--- src/rtl/noc_pkt_pkg.sv ---
// Shared packet layout and slot state encoding for the packet routing stage.
package noc_pkt_pkg;

    localparam int ADDR_W = 4;
    localparam int DATA_W = 7;
    localparam int PKT_W  = ADDR_W + DATA_W;

    typedef struct packed {
        logic [ADDR_W-1:0] addr;
        logic [DATA_W-1:0] data;
    } pkt_t;

    typedef enum logic {
        SLOT_EMPTY,
        SLOT_FULL
    } slot_state_e;

endpackage

--- src/rtl/sync_fifo.sv ---
// Order-preserving synchronous FIFO; DEPTH must be a power of two so the
// pointers wrap naturally.
module sync_fifo #(
    parameter  int WIDTH = 8,
    parameter  int DEPTH = 2,
    localparam int PTR_W = (DEPTH > 1) ? $clog2(DEPTH) : 1,
    localparam int OCC_W = $clog2(DEPTH + 1)
) (
    input  logic             clk,
    input  logic             rst_n,
    input  logic             push_i,
    input  logic [WIDTH-1:0] wdata_i,
    input  logic             pop_i,
    output logic [WIDTH-1:0] rdata_o,
    output logic             full_o,
    output logic             empty_o,
    output logic [OCC_W-1:0] count_o
);

    logic [WIDTH-1:0] mem_q [DEPTH];
    logic [PTR_W-1:0] wr_ptr_q, rd_ptr_q;
    logic [OCC_W-1:0] count_q;
    logic             push_ok, pop_ok;

    assign full_o  = (count_q == OCC_W'(DEPTH));
    assign empty_o = (count_q == '0);
    assign count_o = count_q;
    assign rdata_o = mem_q[rd_ptr_q];

    assign push_ok = push_i && !full_o;
    assign pop_ok  = pop_i && !empty_o;

    // NOTE: state uses non-blocking assignments so every register samples pre-edge values.
    always_ff @(posedge clk) begin
        if (!rst_n) begin
            wr_ptr_q <= '0;
            rd_ptr_q <= '0;
            count_q  <= '0;
        end else begin
            if (push_ok) wr_ptr_q <= wr_ptr_q + PTR_W'(1);
            if (pop_ok)  rd_ptr_q <= rd_ptr_q + PTR_W'(1);
            case ({push_ok, pop_ok})
                2'b10:   count_q <= count_q + OCC_W'(1);
                2'b01:   count_q <= count_q - OCC_W'(1);
                default: count_q <= count_q;
            endcase
        end
    end

    // NOTE: storage is not reset; occupancy guards every read, so stale words are never observed.
    always_ff @(posedge clk) begin
        if (push_ok) mem_q[wr_ptr_q] <= wdata_i;
    end

endmodule

--- src/rtl/packet_dest_router.sv ---
// Steers {addr, data} packets to a local sink (address stripped) or onward,
// in strict arrival order, with per-port delivery counters.
module packet_dest_router
    import noc_pkt_pkg::*;
#(
    parameter logic [ADDR_W-1:0] LOCAL_ADDR = '0,
    parameter int                FIFO_DEPTH = 2,
    parameter int                CNT_W      = 16
) (
    input  logic              CLK,
    input  logic              _RESET,
    input  logic [PKT_W-1:0]  in_data,
    input  logic              in_valid,
    output logic              in_ready,
    output logic [DATA_W-1:0] loc_data,
    output logic              loc_valid,
    input  logic              loc_ready,
    output logic [PKT_W-1:0]  fwd_data,
    output logic              fwd_valid,
    input  logic              fwd_ready,
    output logic [CNT_W-1:0]  loc_count,
    output logic [CNT_W-1:0]  fwd_count
);

    localparam int OCC_W = $clog2(FIFO_DEPTH + 1);

    pkt_t             head;
    logic             fifo_empty, unused_fifo_full;
    logic [OCC_W-1:0] fifo_count;
    logic             pop, head_local, loc_load, fwd_load;
    logic             loc_fire, fwd_fire, loc_free, fwd_free;

    slot_state_e       loc_state_q, loc_state_d, fwd_state_q, fwd_state_d;
    logic [DATA_W-1:0] loc_data_q;
    pkt_t              fwd_data_q;
    logic [CNT_W-1:0]  loc_count_q, fwd_count_q;

    // Registered occupancy only: a same-cycle pop never opens a full FIFO.
    assign in_ready = _RESET && (fifo_count < OCC_W'(FIFO_DEPTH));

    sync_fifo #(
        .WIDTH(PKT_W),
        .DEPTH(FIFO_DEPTH)
    ) u_in_fifo (
        .clk    (CLK),
        .rst_n  (_RESET),
        .push_i (in_valid && in_ready),
        .wdata_i(in_data),
        .pop_i  (pop),
        .rdata_o(head),
        .full_o (unused_fifo_full),
        .empty_o(fifo_empty),
        .count_o(fifo_count)
    );

    assign loc_fire   = loc_valid && loc_ready;
    assign fwd_fire   = fwd_valid && fwd_ready;
    assign loc_free   = (loc_state_q == SLOT_EMPTY) || loc_fire;
    assign fwd_free   = (fwd_state_q == SLOT_EMPTY) || fwd_fire;
    assign head_local = (head.addr == LOCAL_ADDR);

    // Only the head may move; a blocked head stalls packets for the other port too.
    assign pop      = !fifo_empty && (head_local ? loc_free : fwd_free);
    assign loc_load = pop && head_local;
    assign fwd_load = pop && !head_local;

    always_ff @(posedge CLK) begin
        if (!_RESET) begin
            loc_state_q <= SLOT_EMPTY;
            fwd_state_q <= SLOT_EMPTY;
            loc_data_q  <= '0;
            fwd_data_q  <= '0;
            loc_count_q <= '0;
            fwd_count_q <= '0;
        end else begin
            loc_state_q <= loc_state_d;
            fwd_state_q <= fwd_state_d;
            if (loc_load) loc_data_q <= head.data;
            if (fwd_load) fwd_data_q <= head;
            if (loc_fire) loc_count_q <= loc_count_q + CNT_W'(1);
            if (fwd_fire) fwd_count_q <= fwd_count_q + CNT_W'(1);
        end
    end

    // NOTE: each next-state defaults to the current state first, so no path can infer a latch.
    always_comb begin
        loc_state_d = loc_state_q;
        fwd_state_d = fwd_state_q;
        case (loc_state_q)
            SLOT_EMPTY: if (loc_load) loc_state_d = SLOT_FULL;
            SLOT_FULL:  if (loc_fire && !loc_load) loc_state_d = SLOT_EMPTY;
            default:    loc_state_d = SLOT_EMPTY;
        endcase
        case (fwd_state_q)
            SLOT_EMPTY: if (fwd_load) fwd_state_d = SLOT_FULL;
            SLOT_FULL:  if (fwd_fire && !fwd_load) fwd_state_d = SLOT_EMPTY;
            default:    fwd_state_d = SLOT_EMPTY;
        endcase
    end

    always_comb begin
        loc_valid = (loc_state_q == SLOT_FULL);
        fwd_valid = (fwd_state_q == SLOT_FULL);
        loc_data  = loc_data_q;
        fwd_data  = fwd_data_q;
        loc_count = loc_count_q;
        fwd_count = fwd_count_q;
    end

endmodule

--- config.mk ---
export PLATFORM = sky130hd
export DESIGN_NAME = packet_dest_router
export DESIGN_NICKNAME = d
export VERILOG_FILES = /design/src/rtl/noc_pkt_pkg.sv /design/src/rtl/sync_fifo.sv /design/src/rtl/packet_dest_router.sv
export SDC_FILE = /design/constraint.sdc
export NUM_CORES = 1
export LEC_CHECK = 0
export ABC_AREA = 1
export CAP_MARGIN = 20
export CORE_MARGIN = 8
export CORE_UTILIZATION = 51
export CTS_CLUSTER_SIZE = 8
export DETAILED_ROUTE_END_ITERATION = 8
export PLACE_DENSITY = 0.89
export SYNTH_ARGS = -nofsm -noshare
export SYNTH_HDL_FRONTEND = slang
export SYNTH_SLANG_ARGS = --single-unit
export TNS_END_PERCENT = 5
--- constraint.sdc ---
create_clock -name CLK -period 2.75 [get_ports CLK]
set_clock_uncertainty 0.1 [all_clocks]
set_input_delay 0.55 -clock CLK [delete_from_list [all_inputs] [get_ports CLK]]
set_output_delay 0.55 -clock CLK [all_outputs]
set_load 0.01 [all_outputs]
## After elaboration in Yosys (flattened, before gate mapping)

Memories as Yosys holds them, arrays and structs flattened. A register that Yosys moved wholly into a read port is not among the register bits.
Cells that the tools add are included.
W data, S select, Z words.

| cells by class | value |
|---|---|
| bitwise operators | 2 |
| multiplexer cells | 12 |
| equal/unequal tests | 3 |
| reduce and logical (&&, ||, !) cells | 21 |
| order comparisons | 1 |
| $add $sub $neg | 6 |

Operators with widths:

| kind | number |
|---|---|
| $add A16 B1 Y16 const B | 2 |
| $logic_and A1 B1 Y1 | 11 |
| $mux W1 | 9 |
| $logic_not A1 Y1 | 5 |
| $eq A2 B2 Y1 const B | 2 |
| $logic_not A4 Y1 | 1 |
| $pmux W1 S2 | 2 |
| $pmux W2 S2 | 1 |
| $add A1 B1 Y1 const B | 2 |
| $add A2 B1 Y2 const B | 1 |
| $eq A2 B1 Y1 const B | 1 |
| $logic_not A2 Y1 | 1 |
| $logic_or A1 B1 Y1 | 2 |
| $lt A2 B2 Y1 const B | 1 |
| $not A1 Y1 | 2 |
| $reduce_bool A2 Y1 | 1 |
| $sub A2 B1 Y2 const B | 1 |

| word-level totals | value |
|---|---|
| memories | 1 |
| flip-flop bits (word level) | 56 |
| bits of input ports | 16 |
| output and inout port bits | 53 |
| memory bits (writable) | 22 |

Memory list:

| name | depth | width | rd ports | clocked after memory_dff | wr ports | RTL line | source |
|---|---|---|---|---|---|---|---|
| u_in_fifo.mem_q | 2 | 11 | 1 | 1 | 1 | sync_fifo.sv:20 | `logic [WIDTH-1:0] mem_q [DEPTH];` |

## Depth between registers and ports, before layout

Gate-level depths: netlist of the first run.

| depth | value |
|---|---|
| depth after elaboration | 9 |
| mapped depth | 14 |
| depth with buffers taken out | 13 |

## Modules after synthesis

A second synthesis of the first run with hierarchy kept.

| unflattened totals | value |
|---|---|
| cells, all modules | 391 |
| area, all modules | 3428.3 µm² |

By module, submodules not included:

| module | times used | cells each | area an instance (µm²) |
|---|---|---|---|
| packet_dest_router | 1 | 317 | 2372.3 |
| sync_fifo | 1 | 74 | 1056.0 |

## Least setup slack after synthesis of the first run

Ideal clock, no wire load.

| timing path | value |
|---|---|
| path kind | input port to flip-flop |
| start | input port _RESET |
| end | memory u_in_fifo.mem_q[0][0] in the netlist's numbering (enable) |
| path slack | 666 ps |
| arrival | 1606 ps |
| data required time | 2272 ps |
| setup time | 378 ps |
| stages on the path | 4 |
| cells stage by stage | clkinv_1 > nor2_1 > nand2_1 > nor2_1 |

| on the way | value |
|---|---|
| longest elaborated chain between the ends | 5 |

RTL lines:

| item | RTL line | source |
|---|---|---|
| from (decl) | packet_dest_router.sv:11 | `input logic _RESET,` |
| $logic_and A1 B1 Y1 | packet_dest_router.sv:39 | `assign in_ready = _RESET && (fifo_count < OCC_W'(FIFO_DEPTH));` |
| via in_ready | packet_dest_router.sv:14 | `output logic in_ready,` |
| $logic_and A1 B1 Y1 | packet_dest_router.sv:47 | `.push_i (in_valid && in_ready),` |
| $logic_and A1 B1 Y1 | sync_fifo.sv:30 | `assign push_ok = push_i && !full_o;` |
| $mux W1 | sync_fifo.sv:52 | `if (push_ok) mem_q[wr_ptr_q] <= wdata_i;` |
| $mux W1 (implied by the code) | sync_fifo.sv:52 |  |
| to (decl) | sync_fifo.sv:20 |  |

The timed path passes the listed nets, and every way through them passes these cells.

## Worst setup path after layout of the first run

| timing path | value |
|---|---|
| start | input port _RESET |
| end | output port in_ready |

| on the way | value |
|---|---|
| longest elaborated chain between the ends | 1 |

RTL lines:

| item | RTL line |
|---|---|
| $logic_and A1 B1 Y1 | packet_dest_router.sv:39 |
| to (decl) | packet_dest_router.sv:14 |

No other way between the ends.

==> results of run 1 <==
registers in the layout (all words and copies together) (netlist names), named ones only:
name / cells
fwd_data: 11
loc_data: 7
u_in_fifo.wr_ptr_q: 1
fwd_valid: 1
u_in_fifo.count_o: 2
u_in_fifo.rd_ptr_q: 1
u_in_fifo.mem_q: 22
loc_valid: 1
loc_count: 16
fwd_count: 16
per-layer routing:
layer / wire, um / up-vias / global-route usage [%] / share of wire, %
met3: 524 / 12 / 5.426 / 6.9
met5: 0 / - / 0 / 0
met4: 155 / 0 / 8.264 / 2.0
li1: - / 1496 / - / -
met1: 3335 / 1268 / 18.36 / 44
met2: 3550 / 71 / 27.47 / 47
cell usage after synthesis (all sizes together):
cell type	number
a21oi	31
buf	6
and2	1
nor3	3
inv	54
nand3b	1
edfxtp	22
clkinv	1
o21ai	25
o21a	1
nand4	7
xor2	4
or2	1
nand2	124
a211oi	1
nand3	11
nor3b	2
ha	3
clkbuf	4
nor2	67
dfxtp	57
power breakdown:
group | total [mW] | internal [mW] | switching (mW)
combinational | 0.945 | 0.387 | 0.558
sequential | 1.42 | 1.33 | 0.0822
clock | 0.782 | 0.356 | 0.427
total | 3.14 | 2.08 | 1.07
path summary, 6_finish.rpt:
check	cells after the start	endpoint	slack, ns	start
setup / recovery	4	in_ready	0.21	_RESET
hold / removal	2	fwd_data[5]	0.38	fwd_data[5]
setup reg to reg	13	u_in_fifo.count_o[1]	0.45	flip-flop
hold reg to reg	2	fwd_data[5]	0.38	fwd_data[5]
cell usage in the layout, fill, tap and decap left out, drive strengths merged:
master and count:
clkdlybuf4s50 68, o21a 1, or2 1, and2 1
nand2 124, a211oi 1, o21ai 25, nand4 7
nor3b 2, nand3b 1, nand3 11, buf 5
inv 56, a21oi 31, xor2 4, clkinv 3
nor3 3, ha 3, dfxtp 57, edfxtp 22
clkinvlp 2, nor2 67, clkbuf 10
stage by stage:
stage	area (um2)	hold WS [ns]	power [mW]	setup slack (ns)
2_1_floorplan	3491	0.3596	2.108	0.6659
3_3_place_gp	4234	0.3523	2.357	0.2037
3_5_place_dp	4234	0.3635	2.399	0.2087
4_1_cts	4415	0.3756	3.179	0.1993
5_1_grt	4415	0.3983	3.344	0.1453
6_report	4415	0.3786	3.144	0.2121
final cells by class:
type,instances,area [um2]
Multi-Input combinational cell,282,1408
Fill cell,548,2303
Inverter,55,206.4
Clock buffer,10,137.6
Tap cell,80,100.1
Timing Repair Buffer,73,718.2
Sequential cell,79,1802
Clock inverter,6,43.79
kinds of logic after synthesis:
kind of cell	Yosys count
compound gates	58
xor+xnor	4
fa+ha+maj	3
buf+inv	65
flops	79
simple gates	217
worst max-delay path: cells and delay by family:
family	cells	cell delay (ns)
and+or+nand+nor	1	0.13
buffers and inverters	3	1.22
==> impl_metrics.csv, run 1 <==
group,metric,value,unit
global_routing,grtUsageTotal,16.44,%
setup_path,crit_path_start_kind,"input port",
synthesis,synth-adder-area-share,1.075,%
setup_path,critPathSlowestCell,"clkdlybuf4s50_1",
sta,grt_setup_unrepaired,"no",
floorplan,ioPinCount,69,
place,dp_hpwl,5541,um
floorplan,die_w,98.74,um
clock_tree,clk_pin_slew,0.08,ns
floorplan,fp.dieArea,0.009749,mm2
place,place_inst,569,
sta,setup_viol,0,
clock_tree,clock_latency,0.35,ns
place,place_congestion,0.8205,
power_and_ir_drop,peakVddDrop,0.0005119,V
sta,worst_slew_pin_slew,0.3946,ns
synthesis,netlist_instances,426,
global_routing,grt.overflow.total,0,
setup_path,path_common_cell,"clkdlybuf4s50_1",
clock_tree,h-tree-depth,3,
synthesis,yosysWarnings,0,
routing,vias,2847,
synthesis,synthMuxAreaShare,0,%
clock_tree,clockRootBuffer,"clkbuf_8",
sta,hold_viol,0,
setup_path,critPathMaxStageDelay,0.57,ns
final_layout,fin_nets,519,
final_layout,final_layout_size_suffix_gt1_share,12.28,%
floorplan,initial_core_util,51.96,%
power_and_ir_drop,p_per_area,711.9,mW/mm2
setup_path,end_kind,"output port",
synthesis,synth_compound_area_share,9.427,%
clock_tree,post_cts_buffers,0,
job,maxCapViolations,0,
synthesis,synth-seq-cells,79,
global_routing,antenna_found_initial,0,
routing,via_per_inst,4.867,
synthesis,syn_area_per_cell,8.194,um2
outcome,outcome,"complete, no violations",
final_layout,diodes,0,
floorplan,row_count,30,
sta,timing.setup.tns,0,ns
setup_path,path_cells,"clkdlybuf4s50_1 -> clkinv_1 -> nor2_1 -> clkdlybuf4s50_1",
sta,min_period,2.538,ns
synthesis,synthDistinctLibCells,36,
setup_path,worstPathRequired,2.10,ns
floorplan,placeableCoreArea,0.006719,mm2
synthesis,synth-simple-area-share,28.82,%
synthesis,synthXorXnorAreaFrac,1.004,%
synthesis,ys_seq_area_share,51.61,%
final_layout,stdcell_count,585,
sta,slew-limit-headroom,73.55,%
clock_tree,post_cts_resized,0,
clock_tree,cts-hold-fix-buffers,0,
setup_path,cp.arrival,1.89,ns
setup_path,crit_fanout,2,
global_routing,grt_pass1_vias,2855,
setup_path,worstSetupPathType,"input port to output port",
routing,ant_nets,0,
routing,drc_errors,0,
final_layout,syn_to_final_growth,26.49,%
floorplan,fp.dieH,98.74,um
sta,fin_crit_sh,92.29,%
global_routing,grt_max_degree,31,
routing,drt_iter0_drc,144,
synthesis,synth_area_leaders,"dfxtp_1 33%, edfxtp_1 19%, nand2_1 12%",
synthesis,netlist.area_leader.share,32.69,%
synthesis,yosys.area.top_type,"dfxtp_1",
routing,wl_per_cell,12.93,um
routing,wirelength,7565,um
synthesis,netlist_area,0.003491,mm2
synthesis,syn_nets,445,
clock_tree,cts.sinks,79,
clock_tree,cts_buffers,9,
sta,max_freq,394.0,MHz
final_layout,postLayoutCoreUtil,65.72,%
synthesis,synth_top_family_by_area,"simple AND/OR/NAND/NOR gates",
sta,finalMaxSlewViolations,0,
global_routing,grt_pass1_wl,12930,um
power_and_ir_drop,p_leak,1.667,nW
place,portBuffers,68,
clock_tree,cts_buffer_depth,2,
routing,firstDrtPassIters,5,
worst_hold_path,min_path_type,"flip-flop to flip-flop",
clock_tree,cts_tree,"done",
(Power assumes the default switching activity.)
==> run 2, diff against run 1 <==
PLACE_DENSITY = 0.79   (was 0.89)
==> run 2 against run 1 <==
Against the previous run:
- design area up 2.0%
- combinational power barely moved
- sequential power about the same
- global-route usage decreased by 0.41 points
- via count rose by 2.7%
- flip-flop and latch count stayed put
- non-clock buffer count unchanged
- clock-buffer cell count down 1
- cell count unchanged
- largest power group unchanged
==> impl_metrics.csv, run 2 (synthesis results as in run 1) <==
group,metric,value,unit
sta,grt_setup_unrepaired,"no",
routing,vias,2925,
final_layout,largest_reg_flops,22,
power_and_ir_drop,sw_frac_of_total,30.80,%
sta,hold_viol,0,
final_layout,layout_commonest_cell,"nand2_1",
floorplan,placeableCoreArea,0.006719,mm2
place,place_inst,569,
sta,timing.setup.tns,0,ns
routing,drt_iter0_drc,111,
routing,wirelength,7728,um
sta,finalMaxSlewViolations,0,
setup_path,critPathSlowestCell,"clkdlybuf4s50_1",
final_layout,diodes,0,
worst_hold_path,min_path_type,"flip-flop to flip-flop",
setup_path,crit_path_start_kind,"input port",
global_routing,grtUsageTotal,16.03,%
floorplan,row_count,30,
routing,via_per_inst,5.000,
floorplan,fp.dieH,98.74,um
final_layout,final_design_area_no_fill,0.004503,mm2
clock_tree,post_cts_resized,0,
sta,setup_viol,0,
power_and_ir_drop,p_comb_share,27.0,%
sta,layout_setup_ws,0.2041,ns
floorplan,fp.dieArea,0.009749,mm2
clock_tree,clock_latency,0.35,ns
setup_path,cp.arrival,1.90,ns
routing,drc_errors,0,
clock_tree,clk_pin_slew,0.09,ns
routing,firstDrtPassIters,4,
setup_path,path_common_cell,"clkdlybuf4s50_1",
power_and_ir_drop,power,3.496,mW
clock_tree,h-tree-depth,3,
routing,dr_wl_met2,3789,um
final_layout,stdcell_count,585,
routing,ant_nets,0,
clock_tree,cts_tree,"done",
power_and_ir_drop,p_per_area,776.4,mW/mm2
clock_tree,post_cts_buffers,0,
setup_path,worstSetupPathType,"input port to output port",
final_layout,syn_to_final_growth,29.00,%
place,portBuffers,68,
final_layout,fin_nets,519,
routing,wl_per_cell,13.21,um
outcome,outcome,"complete, no violations",
setup_path,end_kind,"output port",
power_and_ir_drop,power_frac_seq,40.6,%
routing,wl_met3,414,um
power_and_ir_drop,p_leak,1.708,nW
final_layout,final.fill_count,542,
power_and_ir_drop,clkPwrFrac,32.4,%
routing,top_layer_used,"met4",
floorplan,initial_core_util,51.96,%
global_routing,grt_max_degree,31,
job,maxCapViolations,0,
clock_tree,cts-hold-fix-buffers,0,
sta,fin_crit_sh,92.58,%
global_routing,grt_pass1_wl,12670,um
floorplan,die_w,98.74,um
final_layout,layout.area.seq,0.001802,mm2
setup_path,path_cells,"clkdlybuf4s50_1 -> clkinv_1 -> nor2_1 -> clkdlybuf4s50_1",
clock_tree,cts.sinks,79,
power_and_ir_drop,p_switching,1.077,mW
power_and_ir_drop,peakVddDrop,0.0005294,V
clock_tree,clockRootBuffer,"clkbuf_8",
final_layout,final_layout_size_suffix_gt1_share,12.28,%
clock_tree,cts_buffers,9,
final_layout,multiInputGateArea,0.001408,mm2
sta,max_freq,392.8,MHz
setup_path,worstPathRequired,2.10,ns
place,place_congestion,0.8012,
final_layout,largest-register,"u_in_fifo.mem_q",
sta,worst_slew_pin_slew,0.4293,ns
floorplan,ioPinCount,69,
setup_path,critPathMaxStageDelay,0.57,ns
place,pre_cts_ws,0.1881,ns
global_routing,antenna_found_initial,0,
global_routing,grt_pass1_vias,2827,
place,placed_area,0.004234,mm2
setup_path,crit_fanout,2,
routing,wl_met1,3392,um
global_routing,grt.overflow.total,0,
sta,slew-limit-headroom,71.22,%
clock_tree,cts_buffer_depth,2,
final_layout,final_cell_mix,"107 x nand2_1, 68 x clkdlybuf4s50_1, 60 x nor2_1",
power_and_ir_drop,p_int,2.419,mW
sta,whs,0.3691,ns
sta,min_period,2.546,ns
final_layout,postLayoutCoreUtil,67.02,%
place,dp_hpwl,5508,um
-- run 2: cell count changes in the layout (fill, tap and decap cells not counted), sizes merged --
cell,previous run,this run
clkinvlp,2,1
bufinv,0,4
clkbuf,10,9
inv,56,54
-- run 2: power groups by stage --
stage	registers, mW	logic [mW]	clock network (mW)
after floorplan	1.47	0.634	0
after global placement	1.44	0.924	0
after detailed placement	1.44	0.953	0
after CTS	1.42	0.958	1.14
after global routing	1.44	1.05	1.20
final	1.42	0.945	1.13
-- run 2: area by class of cell --
cell class | instances | share of cell area (%)
inverters | 55 | 4.585
well taps | 80 | 2.223
repair buffers | 73 | 15.95
flip-flops and latches | 79 | 40.01
clock buffers | 9 | 2.751
clock inverters | 7 | 3.223
multi-input cells | 282 | 31.26
-- run 2: path summary, 6_finish.rpt --
kind	cells after the start	startpoint	end	slack (ns)
max	4	_RESET	in_ready	0.20
min	2	fwd_data[6]	fwd_data[6]	0.37
max reg2reg	13	flip-flop	u_in_fifo.count_o[1]	0.49
min reg2reg	2	fwd_data[6]	fwd_data[6]	0.37
-- run 2: critical path, delay by kind of cell --
kind	cells	cell delay, ns
buffers and inverters	3	1.19
AND/OR/NAND/NOR	1	0.16
-- run 2: layer usage --
metal	vias to the layer above	track usage, %
met5	-	0
met4	0	7.674
met3	10	4.228
met2	77	27.37
met1	1349	18.21
li1	1489	-
